==> config.mk <==
export PLATFORM = sky130hd
export DESIGN_NAME = pulse_hs_tx_flat
export DESIGN_NICKNAME = d
export VERILOG_FILES = /design/src/rtl/pulse_sync_pkg.sv /design/src/rtl/pulse_hs_tx_if.sv /design/src/rtl/sync_rst_h.sv /design/src/rtl/pulse_hs_tx.sv /design/src/flat_wrapper.sv
export SDC_FILE = /design/constraint.sdc
export NUM_CORES = 1
export LEC_CHECK = 0
export ABC_CLOCK_PERIOD_IN_PS = 2410
export CELL_PAD_IN_SITES_DETAIL_PLACEMENT = 1
export CELL_PAD_IN_SITES_GLOBAL_PLACEMENT = 1
export CORE_MARGIN = 3
export CORE_UTILIZATION = 30
export DETAILED_ROUTE_END_ITERATION = 10
export GPL_TIMING_DRIVEN = 0
export PLACE_DENSITY = 0.71
export SLEW_MARGIN = 20
export SYNTH_ARGS = -nofsm -noshare
export SYNTH_HDL_FRONTEND = slang
export SYNTH_SLANG_ARGS = --single-unit
==> constraint.sdc <==
create_clock -name src_clk -period 2.41 [get_ports src_clk]
set_input_delay 0.3615 -clock src_clk [delete_from_list [all_inputs] [get_ports src_clk]]
set_output_delay 0.3615 -clock src_clk [all_outputs]
set_load 0.01 [all_outputs]
==> src/rtl/pulse_sync_pkg.sv <==
// Shared definitions for the pulse req/ack handshake transmitter and its matching receiver.
package pulse_sync_pkg;

    typedef enum logic [1:0] {
        IDLE   = 2'd0,
        REQ    = 2'd1,
        ACK_LO = 2'd2
    } hs_state_e;

    function automatic int sync_stages(input int delay_2);
        return 2 + delay_2;
    endfunction

endpackage

==> src/rtl/pulse_hs_tx_if.sv <==
// Source-side pulse input, four-phase req/ack pair and status of the pulse handshake transmitter.
interface pulse_hs_tx_if
    import pulse_sync_pkg::*;
#(
    parameter int CNT_W = 4
);
    // Four-phase protocol: hs_req rises to offer one event; the receiver raises hs_ack
    // once taken; hs_req falls only after hs_ack is seen high (synchronized); the receiver
    // then drops hs_ack, and the transfer is complete once the synchronized hs_ack is low.
    logic             src_pulse;
    logic             hs_req;
    logic             hs_ack;
    logic [CNT_W-1:0] pend_cnt;
    logic             busy;
    logic             done_pulse;
    logic             ovf_pulse;
    hs_state_e        state_dbg;

    modport master (
        input  src_pulse,
        input  hs_ack,
        output hs_req,
        output pend_cnt,
        output busy,
        output done_pulse,
        output ovf_pulse,
        output state_dbg
    );

    modport slave (
        output src_pulse,
        output hs_ack,
        input  hs_req,
        input  pend_cnt,
        input  busy,
        input  done_pulse,
        input  ovf_pulse,
        input  state_dbg
    );

endinterface

==> src/rtl/sync_rst_h.sv <==
// Multi-flop synchronizer with asynchronous active-high reset to a configurable default.
module sync_rst_h
    import pulse_sync_pkg::*;
#(
    parameter int   D_WIDTH      = 1,
    parameter int   DELAY_2      = 1,
    parameter logic DATA_DEFAULT = 1'b0
) (
    input  logic               clk,
    input  logic               rst,
    input  logic [D_WIDTH-1:0] d,
    output logic [D_WIDTH-1:0] q
);

    localparam int SYNC = sync_stages(DELAY_2);

    logic [D_WIDTH-1:0] stage_q [SYNC];

    always_ff @(posedge clk or posedge rst) begin
        if (rst) begin
            for (int i = 0; i < SYNC; i++) begin
                stage_q[i] <= {D_WIDTH{DATA_DEFAULT}};
            end
        end else begin
            stage_q[0] <= d;
            for (int i = 1; i < SYNC; i++) begin
                stage_q[i] <= stage_q[i-1];
            end
        end
    end

    assign q = stage_q[SYNC-1];

endmodule

==> src/rtl/pulse_hs_tx.sv <==
// Pulse handshake transmitter: queues source pulses in a saturating counter and issues
// one four-phase request per pulse, retired on the synchronized acknowledge.
module pulse_hs_tx
    import pulse_sync_pkg::*;
#(
    parameter int CNT_W   = 4,
    parameter int DELAY_2 = 1
) (
    input  logic          src_clk,
    input  logic          src_rst,
    pulse_hs_tx_if.master hs
);

    localparam logic [CNT_W-1:0] CNT_MAX = '1;

    hs_state_e        state_q, state_d;
    logic [CNT_W-1:0] cnt_q, cnt_d;
    logic             hs_req_q;
    logic             done_q, done_d;
    logic             ovf_q, ovf_d;
    logic             ack_s;
    logic             inc, dec;

    sync_rst_h #(
        .D_WIDTH      (1),
        .DELAY_2      (DELAY_2),
        .DATA_DEFAULT (1'b0)
    ) u_ack_sync (
        .clk (src_clk),
        .rst (src_rst),
        .d   (hs.hs_ack),
        .q   (ack_s)
    );

    // A pulse and a retirement on the same edge cancel; a pulse at saturation is lost.
    always_comb begin
        inc   = hs.src_pulse;
        dec   = (state_q == REQ) && ack_s;
        cnt_d = cnt_q;
        ovf_d = 1'b0;
        if (inc && !dec) begin
            if (cnt_q == CNT_MAX) begin
                ovf_d = 1'b1;
            end else begin
                cnt_d = cnt_q + 1'b1;
            end
        end else if (dec && !inc) begin
            cnt_d = cnt_q - 1'b1;
        end
    end

    // IDLE also waits for a low ack_s so a request can never start against a stale ack.
    always_comb begin
        state_d = state_q;
        done_d  = 1'b0;
        case (state_q)
            IDLE: begin
                if ((cnt_q != '0) && !ack_s) begin
                    state_d = REQ;
                end
            end
            REQ: begin
                if (ack_s) begin
                    state_d = ACK_LO;
                end
            end
            ACK_LO: begin
                if (!ack_s) begin
                    state_d = IDLE;
                    done_d  = 1'b1;
                end
            end
            default: state_d = IDLE;
        endcase
    end

    always_ff @(posedge src_clk or posedge src_rst) begin
        if (src_rst) begin
            state_q  <= IDLE;
            cnt_q    <= '0;
            hs_req_q <= 1'b0;
            done_q   <= 1'b0;
            ovf_q    <= 1'b0;
        end else begin
            state_q  <= state_d;
            cnt_q    <= cnt_d;
            hs_req_q <= (state_d == REQ);
            done_q   <= done_d;
            ovf_q    <= ovf_d;
        end
    end

    assign hs.hs_req     = hs_req_q;
    assign hs.pend_cnt   = cnt_q;
    assign hs.busy       = (state_q != IDLE) || (cnt_q != '0);
    assign hs.done_pulse = done_q;
    assign hs.ovf_pulse  = ovf_q;
    assign hs.state_dbg  = state_q;

endmodule
==> src/flat_wrapper.sv <==
// flat-port wrapper written by rule: the top's interface ports become plain ports
module pulse_hs_tx_flat import pulse_sync_pkg::*;
#(
    parameter int CNT_W   = 4,
    parameter int DELAY_2 = 1
)
  (src_clk, src_rst, hs_src_pulse, hs_hs_ack, hs_hs_req, hs_pend_cnt, hs_busy, hs_done_pulse, hs_ovf_pulse, hs_state_dbg);
  pulse_hs_tx_if #(.CNT_W(CNT_W)) hs_i ();
  input  logic src_clk;
  input  logic src_rst;
  input wire logic [$bits(hs_i.src_pulse)-1:0] hs_src_pulse;
  input wire logic [$bits(hs_i.hs_ack)-1:0] hs_hs_ack;
  output wire logic [$bits(hs_i.hs_req)-1:0] hs_hs_req;
  output wire logic [$bits(hs_i.pend_cnt)-1:0] hs_pend_cnt;
  output wire logic [$bits(hs_i.busy)-1:0] hs_busy;
  output wire logic [$bits(hs_i.done_pulse)-1:0] hs_done_pulse;
  output wire logic [$bits(hs_i.ovf_pulse)-1:0] hs_ovf_pulse;
  output wire logic [$bits(hs_i.state_dbg)-1:0] hs_state_dbg;
  assign hs_i.src_pulse = hs_src_pulse;
  assign hs_i.hs_ack = hs_hs_ack;
  assign hs_hs_req = hs_i.hs_req;
  assign hs_pend_cnt = hs_i.pend_cnt;
  assign hs_busy = hs_i.busy;
  assign hs_done_pulse = hs_i.done_pulse;
  assign hs_ovf_pulse = hs_i.ovf_pulse;
  assign hs_state_dbg = hs_i.state_dbg;
  pulse_hs_tx #(.CNT_W(CNT_W), .DELAY_2(DELAY_2)) u_core (.src_clk(src_clk), .src_rst(src_rst), .hs(hs_i));
endmodule
## Word level (Yosys, flattened, before mapping)

Cells that the tools add are included.

| operators by class | value |
|---|---|
| mux-type cells | 11 |
| $add $sub $neg | 2 |
| reduce and logical (&&, ||, !) cells | 13 |
| equality and inequality tests | 5 |

Operators with widths:

| operator | count |
|---|---|
| $mux W4 | 3 |
| $mux W2 | 3 |
| $pmux W2 S3 | 1 |
| $add A4 B1 Y4 const B | 1 |
| $eq A2 B1 Y1 const B | 2 |
| $eq A4 B4 Y1 const B | 1 |
| $logic_and A1 B1 Y1 | 4 |
| $mux W1 | 4 |
| $reduce_bool A2 Y1 | 2 |
| $reduce_bool A4 Y1 | 1 |
| $sub A4 B1 Y4 const B | 1 |
| $logic_not A1 Y1 | 3 |
| $eq A2 B2 Y1 const B | 1 |
| $logic_not A2 Y1 | 1 |
| $ne A2 B2 Y1 const B | 1 |
| $reduce_and A2 Y1 | 1 |
| $logic_or A1 B1 Y1 | 1 |

| storage, ports and cells | value |
|---|---|
| bits in registers | 12 |
| input port bits | 4 |
| word-level logic and storage cells | 39 |
| output and inout port bits | 10 |

## Longest topological paths before layout

| logic depth | value |
|---|---|
| depth after elaboration | 6 |
| mapped depth | 7 |
| depth with buffers taken out | 7 |

## By module

From an unflattened synthesis, not the netlist that was laid out.

| second synthesis, totals | value |
|---|---|
| cells, all modules | 40 |
| area total of the unflattened synthesis | 510.5 µm² |

By module, submodules not included:

| module | area each (µm²) | cells an instance | instances | seq. area each (µm²) |
|---|---|---|---|---|
| pulse_hs_tx | 431.7 | 36 | 1 | 225.2 |
| sync_rst_h | 78.8 | 4 | 1 | 75.1 |

## Worst setup path before layout

Ideal clock, no wire load.

| path | value |
|---|---|
| path type | flip-flop to flip-flop |
| from | register u_core.state_q[1], in the netlist u_core.hs.state_dbg[1] |
| to | register u_core.cnt_q[3], in the netlist u_core.hs.pend_cnt[3] |
| stages on the path, launching flop included | 8 |
| slack | 0.606 ns |
| arrival | 1.725 ns |
| path buffers | 0 |
| library setup time | 0.079 ns |
| required time | 2.331 ns |
| period minus slack after synthesis | 1.804 ns |
| cells stage by stage | dfrtp_1 > nand3b_1 > nand2_1 > ha_1 > a21o_2 > a21oi_1 > mux2i_1 > xor2_1 |

| between the ends | value |
|---|---|
| longest elaborated chain between the ends | 6 |
| elaborated cells on any way between the ends | 9 |
| those cells by class | eq/ne (2); mux (1); reduce/logical (6) |

RTL lines:

| element | RTL line | text |
|---|---|---|
| start, declared | pulse_hs_tx.sv:16 | `hs_state_e state_q, state_d;` |
| start signal, assigned | pulse_hs_tx.sv:85 | `state_q <= state_d;` |
| $eq A2 B1 Y1 (*) | pulse_hs_tx.sv:38 | `dec = (state_q == REQ) && ack_s;` |
| $logic_and A1 B1 Y1 (*) | pulse_hs_tx.sv:38 |  |
| $logic_not A1 Y1 | pulse_hs_tx.sv:41 | `if (inc && !dec) begin` |
| $logic_and A1 B1 Y1 | pulse_hs_tx.sv:41 |  |
| $ne A2 B2 Y1 (no source line) / $reduce_bool A2 Y1 (equally long branches) | -- |  |
| $reduce_and A2 Y1 (no source line) | -- |  |
| end signal, assigned | pulse_hs_tx.sv:86 | `cnt_q <= cnt_d;` |
| end, declared | pulse_hs_tx.sv:17 | `logic [CNT_W-1:0] cnt_q, cnt_d;` |

Every way passes the cells marked *; elsewhere a longest branch is shown, timed or not.
A chain may end at the register's enable or synchronous reset.

## Worst setup path after layout

| path | value |
|---|---|
| from | register u_core.cnt_q[1], in the netlist u_core.hs.pend_cnt[1] |
| to | output port hs_busy |

| between the ends | value |
|---|---|
| longest elaborated chain between the ends | 2 |

RTL lines:

| element | RTL line | text |
|---|---|---|
| $reduce_bool A4 Y1 | pulse_hs_tx.sv:95 | `assign hs.busy = (state_q != IDLE) \|\| (cnt_q != '0);` |
| $logic_or A1 B1 Y1 | pulse_hs_tx.sv:95 |  |
| end, declared | flat_wrapper.sv:15 | `output wire logic [$bits(hs_i.busy)-1:0] hs_busy;` |

Every way passes these cells.

==> results.py <==
metrics = {
    "cells_and_area": {
        "regArea_um2": 303,
        "multi_input_area_um2": 204,
        "drive_above_1_share_pct": 19.0,
        "fillCellCount": 169,
        "nets": 66,
        "postLayoutCoreUtil_pct": 46.3,
        "area_delta_synth_final_pct": 40.6,
        "n_antenna_cell": 0,
    },
    "logic_synthesis": {
        "synthFlopType": "dfrtp_1",
        "synth_commonest_cells": "12 x dfrtp_1, 4 x xor2_1",
        "synth.largest_area_cell": "dfrtp_1",
        "yosysMostFrequentCell": "dfrtp_1",
        "synth-edff-count": 0,
        "synth-compound-area-share_pct": 2.71,
        "synth-seq-cells": 12,
        "ys.warnings.count": 0,
        "synth_fp_nets": 46,
        "synth_top_family_by_area": "simple AND/OR/NAND/NOR gates",
        "synth-xor-area-share_pct": 6.90,
        "synthSimpleGateAreaFrac_pct": 15.3,
        "synth_fa_ha_area_share_pct": 8.87,
        "synth.area.mux_share_pct": 6.40,
        "syn-cell-area_um2": 508,
        "yosysSeqAreaShare_pct": 59.1,
        "avgSynthCellArea_um2": 13.0,
        "ys_types": 20,
        "yosys-top-cells-area": "dfrtp_1 59%, xor2_1 6.9%, ha_1 4.9%, mux2_2 4.4%, fa_1 3.9%",
        "yosysTopAreaCellShare_pct": 59.1,
        "ys_async_sr_fraction_pct": 100,
        "synth_cells": 39,
    },
    "clock_network": {
        "clk-insertion-delay-late_ns": 0.27,
        "cts_buffers": 3,
        "cts_buffer_depth": 2,
        "clk_pin_slew_ns": 0.08,
        "cts_max_level": 1,
        "cts_num_sinks": 12,
        "cts_tree": "built",
        "cts-root-buf": "clkbuf_4",
    },
    "sta": {
        "rsz0062_at_grt": "false",
        "tightest_slew_ns": 0.436,
        "final.setup_skew_ns": 0.00826,
        "drv_slew": 0,
        "maxSlewHeadroom_pct": 70.9,
        "period_needed_ns": 2.06,
        "period_share_pct": 85.3,
        "finalSetupViolations": 0,
        "fin_tns_setup_ns": 0,
        "hold_violations": 0,
        "max_freq_mhz": 486,
    },
    "drt": {
        "drt_iter0_drc": 1,
        "dr.pass1.iters": 3,
        "wirelength_um": 962,
        "vias": 349,
        "wl_met1_um": 409,
        "maxUsedRoutingLayer": "met3",
        "ant_nets": 0,
        "met2_length_um": 477,
        "route.detailed.drc": 0,
        "vias_per_cell": 4.72,
        "dr_wl_met3_um": 75,
        "detail_route.wl_per_cell_um": 13.0,
    },
    "floorplanning": {
        "io_pins": 14,
        "core-area_mm2": 0.00154,
        "dieWidth_um": 47.2,
        "start_util_pct": 33.0,
        "placementRows": 14,
        "die_h_um": 47.2,
        "die_area_mm2": 0.00222,
    },
    "placed_design": {
        "port_buffers": 13,
        "place.gp.congestion": 0.690,
        "dp_hpwl_um": 713,
    },
    "global_route": {
        "grt_max_degree": 13,
        "grt_pass1_vias": 387,
        "grt_pass1_wl_mm": 1.68,
        "grt_usage_pct": 11.3,
        "antenna_found_initial": 0,
        "grt-ovfl-total": 0,
    },
    "power_and_ir_drop": {
        "pwr-share-clk_pct": 18.7,
        "p_int_mw": 0.563,
        "comb_power_share_pct": 43.2,
        "p_switching_mw": 0.272,
        "p_leak_nw": 0.321,
        "ir_worst_vdd_mv": 0.483,
        "p_per_area_mw_per_mm2": 1170,
        "p_sw_share_pct": 32.6,
        "seqPwrFrac_pct": 38.1,
    },
    "worst_setup_path": {
        "cp-end-kind": "output port",
        "critPathKind": "reg -> out",
        "path_max_fanout": 6,
        "crit_arrival_ns": 1.70,
        "crit_required_ns": 2.05,
        "worstSetupStartpointType": "flop",
    },
    "run": {
        "maxCapViolCount": 0,
    },
    "worst_hold_path": {
        "hp-class": "reg -> reg",
    },
    "run_status": {
        "status": "complete, no violations",
    },
}
[state kept, by name, indices dropped and copies added (netlist names)]
register                   flops
u_core.hs.pend_cnt             4
u_core.hs.state_dbg            2
u_core.u_ack_sync.stage_q      2
u_core.hs.done_pulse           1
u_core.hs.hs_req               1
u_core.hs.ovf_pulse            1
u_core.u_ack_sync.q            1
[placed cells by master (no fill, tap or decap)]
| master | netlist | layout |
|---|---|---|
| or4_1 | 1 | 1 |
| ha_1 | 2 | 2 |
| or3_1 | 1 | 1 |
| or2_1 | 1 | 1 |
| inv_1 | 1 | 1 |
| mux2_2 | 2 | 2 |
| buf_4 | 0 | 2 |
| a21o_2 | 1 | 1 |
| xor2_1 | 4 | 4 |
| mux2i_1 | 1 | 1 |
| clkbuf_4 | 0 | 3 |
| fa_1 | 1 | 1 |
| nor3_1 | 2 | 2 |
| nand3b_1 | 1 | 1 |
| nand3_1 | 1 | 1 |
| nand2_1 | 2 | 2 |
| clkbuf_8 | 0 | 1 |
| nand4_1 | 1 | 1 |
| and2_1 | 1 | 1 |
| dfrtp_1 | 12 | 10 |
| nor2_1 | 2 | 2 |
| nor3b_1 | 1 | 1 |
| dlymetal6s2s_1 | 0 | 1 |
| a21oi_1 | 1 | 1 |
| clkdlybuf4s50_1 | 0 | 12 |
| dfrtp_2 | 0 | 2 |
[path summary, 6_finish.rpt]
check / startpoint / slack, ns / end / depth (start not counted)
max reg2reg: u_core.hs.state_dbg[1]$_DFF_PP0_ / 0.42 / u_core.hs.pend_cnt[3]$_DFFE_PP0P_ / 7
min in group asynchronous: src_rst / 0.38 / u_core.hs.pend_cnt[2]$_DFFE_PP0P_ / 2
max in group asynchronous: src_rst / 1.71 / u_core.hs.pend_cnt[0]$_DFFE_PP0P_ / 2
min: u_core.u_ack_sync.stage_q[1]$_DFF_PP0_ / 0.35 / u_core.u_ack_sync.q$_DFF_PP0_ / 0
max: u_core.hs.pend_cnt[1]$_DFFE_PP0P_ / 0.35 / hs_busy / 3
min reg2reg: u_core.u_ack_sync.stage_q[1]$_DFF_PP0_ / 0.35 / u_core.u_ack_sync.q$_DFF_PP0_ / 0
[power by group through the flow]
stage               registers, mW  clock network (mW)  logic (mW)
floorplan                   0.346                   0       0.158
global placement            0.338                   0       0.317
detailed placement          0.339                   0       0.328
CTS                         0.323               0.165       0.361
global route                0.331               0.173       0.405
finish                      0.318               0.156       0.361
[repair_timing]
item                       4_1_cts  5_1_grt
gates resized for setup          2        1
gates cloned                     0        0
setup endpoints to repair        1        1
setup buffers                    1        1
hold buffers                     0        0
[cell type report]
class,instances,area share [%]
multi-input cells,26,28.5
well taps,16,2.80
clock buffers,4,5.08
repair buffers,15,20.7
inverters,1,0.525
flip-flops and latches,12,42.4
[metal layers]
layer / track usage (%) / vias to the layer above
li1: - / 170
met1: 13.2 / 166
met2: 18.2 / 13
met3: 6.90 / 0
met4: 1.66 / 0
met5: 0 / -
[stage by stage]
step / cells / hold slack [ns] / cell area, um^2 / power [mW] / setup slack (ns)
floorplan: 39 / 0.226 / 508 / 0.504 / 0.606
global placement: 68 / 0.335 / 658 / 0.654 / 0.235
detailed placement: 68 / 0.338 / 658 / 0.667 / 0.223
CTS: 73 / 0.356 / 704 / 0.848 / 0.000928
global route: 74 / 0.372 / 714 / 0.909 / 0.243
finish: 74 / 0.353 / 714 / 0.836 / 0.353
[cells by family (layout without fill, tap and decap cells)]
family	count (synthesis)	after routing
AND/OR/NAND/NOR	14	14
flip-flops	12	12
XOR/XNOR	4	4
adder cells (fa/ha/maj)	3	3
multiplexers	3	3
AO/OA/AOI/OAI	2	2
buffers and inverters	1	20
[critical path: stages (launching register included)]
cell            delay [ns]
dfrtp_2               0.45
or4_1                 0.49
or3_1                 0.31
dlymetal6s2s_1        0.17
Power figures use the tool's default switching activity.
==> RTL change 1: new RTL, config.mk and constraints unchanged <==
`CNT_W` is set to 4 in 3 places; all go to 5.
--- a/src/rtl/pulse_hs_tx_if.sv
+++ b/src/rtl/pulse_hs_tx_if.sv
@@ -2,7 +2,7 @@
 interface pulse_hs_tx_if
     import pulse_sync_pkg::*;
 #(
-    parameter int CNT_W = 4
+    parameter int CNT_W = 5
 );
     // Four-phase protocol: hs_req rises to offer one event; the receiver raises hs_ack
     // once taken; hs_req falls only after hs_ack is seen high (synchronized); the receiver
--- a/src/rtl/pulse_hs_tx.sv
+++ b/src/rtl/pulse_hs_tx.sv
@@ -3,7 +3,7 @@
 module pulse_hs_tx
     import pulse_sync_pkg::*;
 #(
-    parameter int CNT_W   = 4,
+    parameter int CNT_W   = 5,
     parameter int DELAY_2 = 1
 ) (
     input  logic          src_clk,
--- a/src/flat_wrapper.sv
+++ b/src/flat_wrapper.sv
@@ -1,7 +1,7 @@
 // flat-port wrapper written by rule: the top's interface ports become plain ports
 module pulse_hs_tx_flat import pulse_sync_pkg::*;
 #(
-    parameter int CNT_W   = 4,
+    parameter int CNT_W   = 5,
     parameter int DELAY_2 = 1
 )
   (src_clk, src_rst, hs_src_pulse, hs_hs_ack, hs_hs_req, hs_pend_cnt, hs_busy, hs_done_pulse, hs_ovf_pulse, hs_state_dbg);
Ports: changed (resized hs_pend_cnt); port bits go from 14 to 15. No check against the original RTL was run, so the function may have changed too.
==> RTL change 1 against the unedited design <==
- core utilization shrank 1.5 points
- power rose by 15%
- combinational power is 29% higher
- wire length up 26%
- worst setup slack got worse by 0.16 ns
- sequential cell count grew 1
- area after synthesis increased by 24%
- design area is 17% higher
- critical path type is now in2reg
- highest routed layer is now met4
==> RTL change 1: results (changes against the unedited design) <==
stage,metric,value,unit,change
run_status,outcome,completed,,
placement,dpl.hpwl,952.4,um,+34%
synth,synth_cells,49,,+26%
global_routing,grt_pass1_vias,473,,+22%
critical_path,worstReg2RegStart,u_core.hs.state_dbg[1],,
finish,num-fill-cells,205,,+21%
min_path,hp-start,u_core.u_ack_sync.stage_q[2],,
critical_path,crit_arrival,2.37,ns,+0.67 ns
critical_path,critPathTopFamily,compound AO/OA/AOI/OAI gates,,
finish,drive_gt1_share,13.43,%,-5.5 points
synth,synth_area_leaders,"dfrtp_1 (51%), ha_1 (5.9%), mux2_4 (4.8%)",,
finish,final_cell_count_no_fill,92,,+24%
finish,nNetsFinal,76,,+15%
power_and_ir_drop,power.leakage,0.3679,nW,+15%
timing,tightestPinTransition,0.4627,ns,+0.02703 ns
critical_path,max_stage_delay,0.58,ns,+0.09 ns
power_and_ir_drop,vdd_drop_max,0.4795,mV,-0.81%
timing,clock_skew,0.002719,ns,-0.005546 ns
global_routing,grt.total_usage,11.03,%,-0.27 points
critical_path,reg2reg_depth,7,,unchanged
detailed_routing,drtIter0Drc,2,,+1
finish,largest_reg_flops,5,,+1
timing,clock.fmax,451.0,MHz,-7.2%
timing,hold_ws,0.3517,ns,-0.001683 ns
synth,yosysUniqueCellTypes,23,,+15%
clocking,numCtsBuffers,3,,unchanged
synth,yosys_warnings,0,,unchanged
critical_path,rr_endpoint,u_core.hs.pend_cnt[4],,
critical_path,crit_path_start,hs_src_pulse,,
detailed_routing,firstDrtPassIters,4,,+1
placement,dp_cells,88,,+29%
critical_path,crit_path_top_delay_cell,clkdlybuf4s50_1,,
detailed_routing,vias,446,,+28%
global_routing,grt_pass1_wl,2173,um,+30%
placement,finalWeightedCongestion,0.6786,,-1.7%
global_routing,grt_max_degree,14,,+1
critical_path,worst-r2r-setup-slack,0.24,ns,-0.18 ns
min_path,hold_path_end,u_core.u_ack_sync.stage_q[1],,
synth,seq_area_frac_synth,51.49,%,-7.6 points
placement,place_ws,-0.1676,ns,-0.3908 ns
synth,synth_nets,57,,+24%
synth,synth_commonest_cells,"dfrtp_1 (13), nor2_1 (4), ha_1 (3), xnor2_1 (3)",,
placement,portBuffers,14,,+1
clocking,cts_setup_buffers,0,,-1
detailed_routing,wirelength,1208,um,+26%
-- RTL change 1: worst max-delay path by stage --
stage                                  to  cells past startpoint
finish              u_core.hs.pend_cnt[4]                      7
global route        u_core.hs.pend_cnt[4]                      7
CTS                 u_core.hs.pend_cnt[4]                      7
global placement    u_core.hs.pend_cnt[4]                      7
floorplan           u_core.hs.pend_cnt[4]                      7
detailed placement  u_core.hs.pend_cnt[4]                      7
-- RTL change 1: through the flow --
stage	cell area, um^2	util, %
4_1_cts	829.5	44.65
3_5_place_dp	803.3	43.23
2_1_floorplan	631.9	-
5_1_grt	833.3	44.85
6_report	833.3	44.85
3_3_place_gp	803.3	43.23
-- RTL change 1: cell families after synthesis --
group | share of synthesized area [%]
and+or+nand+nor | 13.07
DFF | 51.48
AOI/OAI and AO/OA | 14.06
xor gates and xnor gates | 6.932
adders and majority gates | 9.110
muxes | 4.753
buffers and inverters | 0.5935
-- RTL change 1: area by class of cell --
cell class / instances / area share (%)
Clock buffer: 4 / 3.153
Inverter: 1 / 0.4505
Multi-Input combinational cell: 35 / 36.79
Sequential cell: 13 / 39.04
Tap cell: 25 / 3.754
Timing Repair Buffer: 14 / 16.82
-- RTL change 1: timing repair --
action | in CTS | in global routing
resized for setup | 0 | 2
hold buffers | 0 | 0
setup endpoints to repair | 0 | 1
-- RTL change 1: metal layers --
layer  vias to the layer above  GRT usage, %  part of all wire (%)
met2                        14         17.15                    47
met1                       218         14.31                    48
met5                         -             0                     0
li1                        212             -                     -
met4                         0         6.550                   2.0
met3                         2         1.719                   2.9
-- RTL change 1: where the power goes --
part / internal (mW) / switching [mW]
registers: 0.278 / 0.0905
logic: 0.276 / 0.190
clock network: 0.0640 / 0.0630
total: 0.619 / 0.343
==> RTL change 2: new RTL, config.mk and constraints unchanged <==
Made on the original files. Reset style: synchronous (`rst` and `src_rst`), changed in 2 clocked blocks. Comments in the files are not updated.
--- a/src/rtl/sync_rst_h.sv
+++ b/src/rtl/sync_rst_h.sv
@@ -16,7 +16,7 @@
 
     logic [D_WIDTH-1:0] stage_q [SYNC];
 
-    always_ff @(posedge clk or posedge rst) begin
+    always_ff @(posedge clk) begin
         if (rst) begin
             for (int i = 0; i < SYNC; i++) begin
                 stage_q[i] <= {D_WIDTH{DATA_DEFAULT}};
--- a/src/rtl/pulse_hs_tx.sv
+++ b/src/rtl/pulse_hs_tx.sv
@@ -74,7 +74,7 @@
         endcase
     end
 
-    always_ff @(posedge src_clk or posedge src_rst) begin
+    always_ff @(posedge src_clk) begin
         if (src_rst) begin
             state_q  <= IDLE;
             cnt_q    <= '0;
Function: differs if src_rst is asserted again (counterexample within 4 cycles, from zero or initial values and one cycle with src_rst high); with src_rst held inactive, the same outputs for 10 cycles.
==> RTL change 2 against the unedited design <==
- area after synthesis grew 13%
- clock skew is essentially flat
- design area grew 8.8%
- sequential cell count is the same
- die area grew 11%
- wire length grew 31%
- worst setup slack lost 0.13 ns
Power is not compared: it rests on default switching activity, and its combinational part moved more than twofold at a synthesized area within 25%.
==> RTL change 2: results (changes against the unedited design) <==
stage,metric,value,unit,change
finish,drive_gt1_share,16.00,%,-3.0 points
placement,placed_area,734.5,um^2,+12%
placement,finalWeightedCongestion,0.7492,,+8.5%
finish,nNetsFinal,82,,+24%
clocking,worst_skew_pair.late_latency,0.28,ns,
synth,synth_nets,64,,+39%
clocking,cts_setup_buffers,0,,-1
critical_path,crit_path_max_fanout,8,,+2
synth,synth-main-ff-cell,dfxtp_1,,
critical_path,rr_endpoint,u_core.hs.pend_cnt[3],,
synth,seq_area_frac_synth,41.92,%,-17 points
global_routing,grt_pass1_wl,2221,um,+33%
detailed_routing,routedWlPerCell,12.65,um,-2.7%
global_routing,grt_pass1_vias,497,,+28%
timing,clock_skew,0.008760,ns,+0.0004958 ns
clocking,h-tree-depth,1,,unchanged
synth,synth_commonest_cells,"dfxtp_1 (12), nor2b_1 (6), nor3_1 (5)",,
placement,portBuffers,13,,unchanged
synth,yosysUniqueCellTypes,29,,+45%
detailed_routing,drtIter0Drc,4,,+3
synth,synth_cells,58,,+49%
synth,synth_area_leaders,"dfxtp_1 (42%), nor2b_1 (6.6%), ha_1 (4.4%)",,
critical_path,worst_setup_path_end_kind,output port,,
critical_path,worstReg2RegStart,u_core.hs.state_dbg[1],,
critical_path,crit_path_start,u_core.hs.pend_cnt[1],,
critical_path,crit_arrival,1.83,ns,+0.13 ns
critical_path,worst-r2r-setup-slack,0.43,ns,
timing,tightestPinTransition,0.4297,ns,-0.006005 ns
clocking,cts-resized-gates,0,,-2
placement,dp_cells,96,,+41%
run_status,outcome,completed,,
detailed_routing,wirelength,1265,um,+31%
detailed_routing,viasPerCell,4.760,,+0.93%
critical_path,reg2reg_depth,8,,+1
clocking,cts_max_path_buffers,2,,unchanged
placement,dpl.hpwl,916,um,+28%
global_routing,grt.total_usage,11.77,%,+0.47 points
synth,async_reset_ff_share,0,%,-100 points
global_routing,grt_max_degree,11,,-2
clocking,root_buffer,clkbuf_4,,
power_and_ir_drop,p_sw,0.1517,mW,
==> RTL change 2: kinds of logic (layout without fill, tap and decap cells) <==
logic type	Yosys count	after routing	share of synthesized area [%]
xor gates and xnor gates	2	2	3.057
muxes	4	4	7.423
and+or+nand+nor	29	29	31.88
AOI/OAI and AO/OA	6	6	9.390
adders and majority gates	2	2	4.366
DFF	12	12	41.92
buffers and inverters	3	20	1.963
==> RTL change 2: area by class of cell <==
type | count | area, um^2
inverters | 2 | 7.507
plain buffers | 1 | 3.754
well taps | 25 | 31.28
repair buffers | 13 | 130.1
fillers | 224 | 987.2
clock buffers | 4 | 36.28
flip-flops and latches | 12 | 240.2
multi-input cells | 43 | 327.8
==> RTL change 2: power groups by stage <==
stage	Clock (mW)	Sequential (mW)	Combinational, mW
floorplan	0	0.242	0.0665
global placement	0	0.240	0.124
detailed placement	0	0.240	0.125
CTS	0.173	0.236	0.127
global route	0.181	0.240	0.141
finish	0.167	0.237	0.126
==> RTL change 2: worst max-delay path, cell delays in order (launching register included) <==
cell	delay, ns
dfxtp_1	0.39
or2_2	0.32
nor4_2	0.25
nand2b_1	0.09
clkdlybuf4s50_1	0.48
==> RTL change 2: metal layers <==
metal / wire [um] / GRT usage [%]
met5: 0 / 0
met4: 27 / 5.530
met3: 58 / 2.719
met2: 557 / 18.94
met1: 621 / 14.68
==> RTL change 2: per-stage QoR <==
step / util [%] / setup slack, ns / power (mW)
floorplan: - / 0.5869 / 0.3085
finish: 44.04 / 0.2223 / 0.5306
CTS: 43.69 / 0.04339 / 0.5365
detailed placement: 41.63 / 0.1743 / 0.3658
global placement: 41.63 / 0.1919 / 0.3637
global route: 44.04 / 0.1079 / 0.5623
==> RTL change 2: worst min-delay path by stage <==
stage | from | to | slack [ns] | depth (start not counted)
floorplan | u_core.u_ack_sync.stage_q[0][0] | u_core.u_ack_sync.stage_q[0][1] | 0.41 | 1
CTS | u_core.u_ack_sync.stage_q[0][0] | u_core.u_ack_sync.stage_q[0][1] | 0.45 | 1
finish | u_core.u_ack_sync.stage_q[0][0] | u_core.u_ack_sync.stage_q[0][1] | 0.45 | 1
global route | u_core.u_ack_sync.stage_q[0][1] | u_core.u_ack_sync.stage_q[0][2] | 0.48 | 1
detailed placement | u_core.u_ack_sync.stage_q[0][0] | u_core.u_ack_sync.stage_q[0][1] | 0.44 | 1
global placement | u_core.u_ack_sync.stage_q[0][1] | u_core.u_ack_sync.stage_q[0][2] | 0.42 | 1
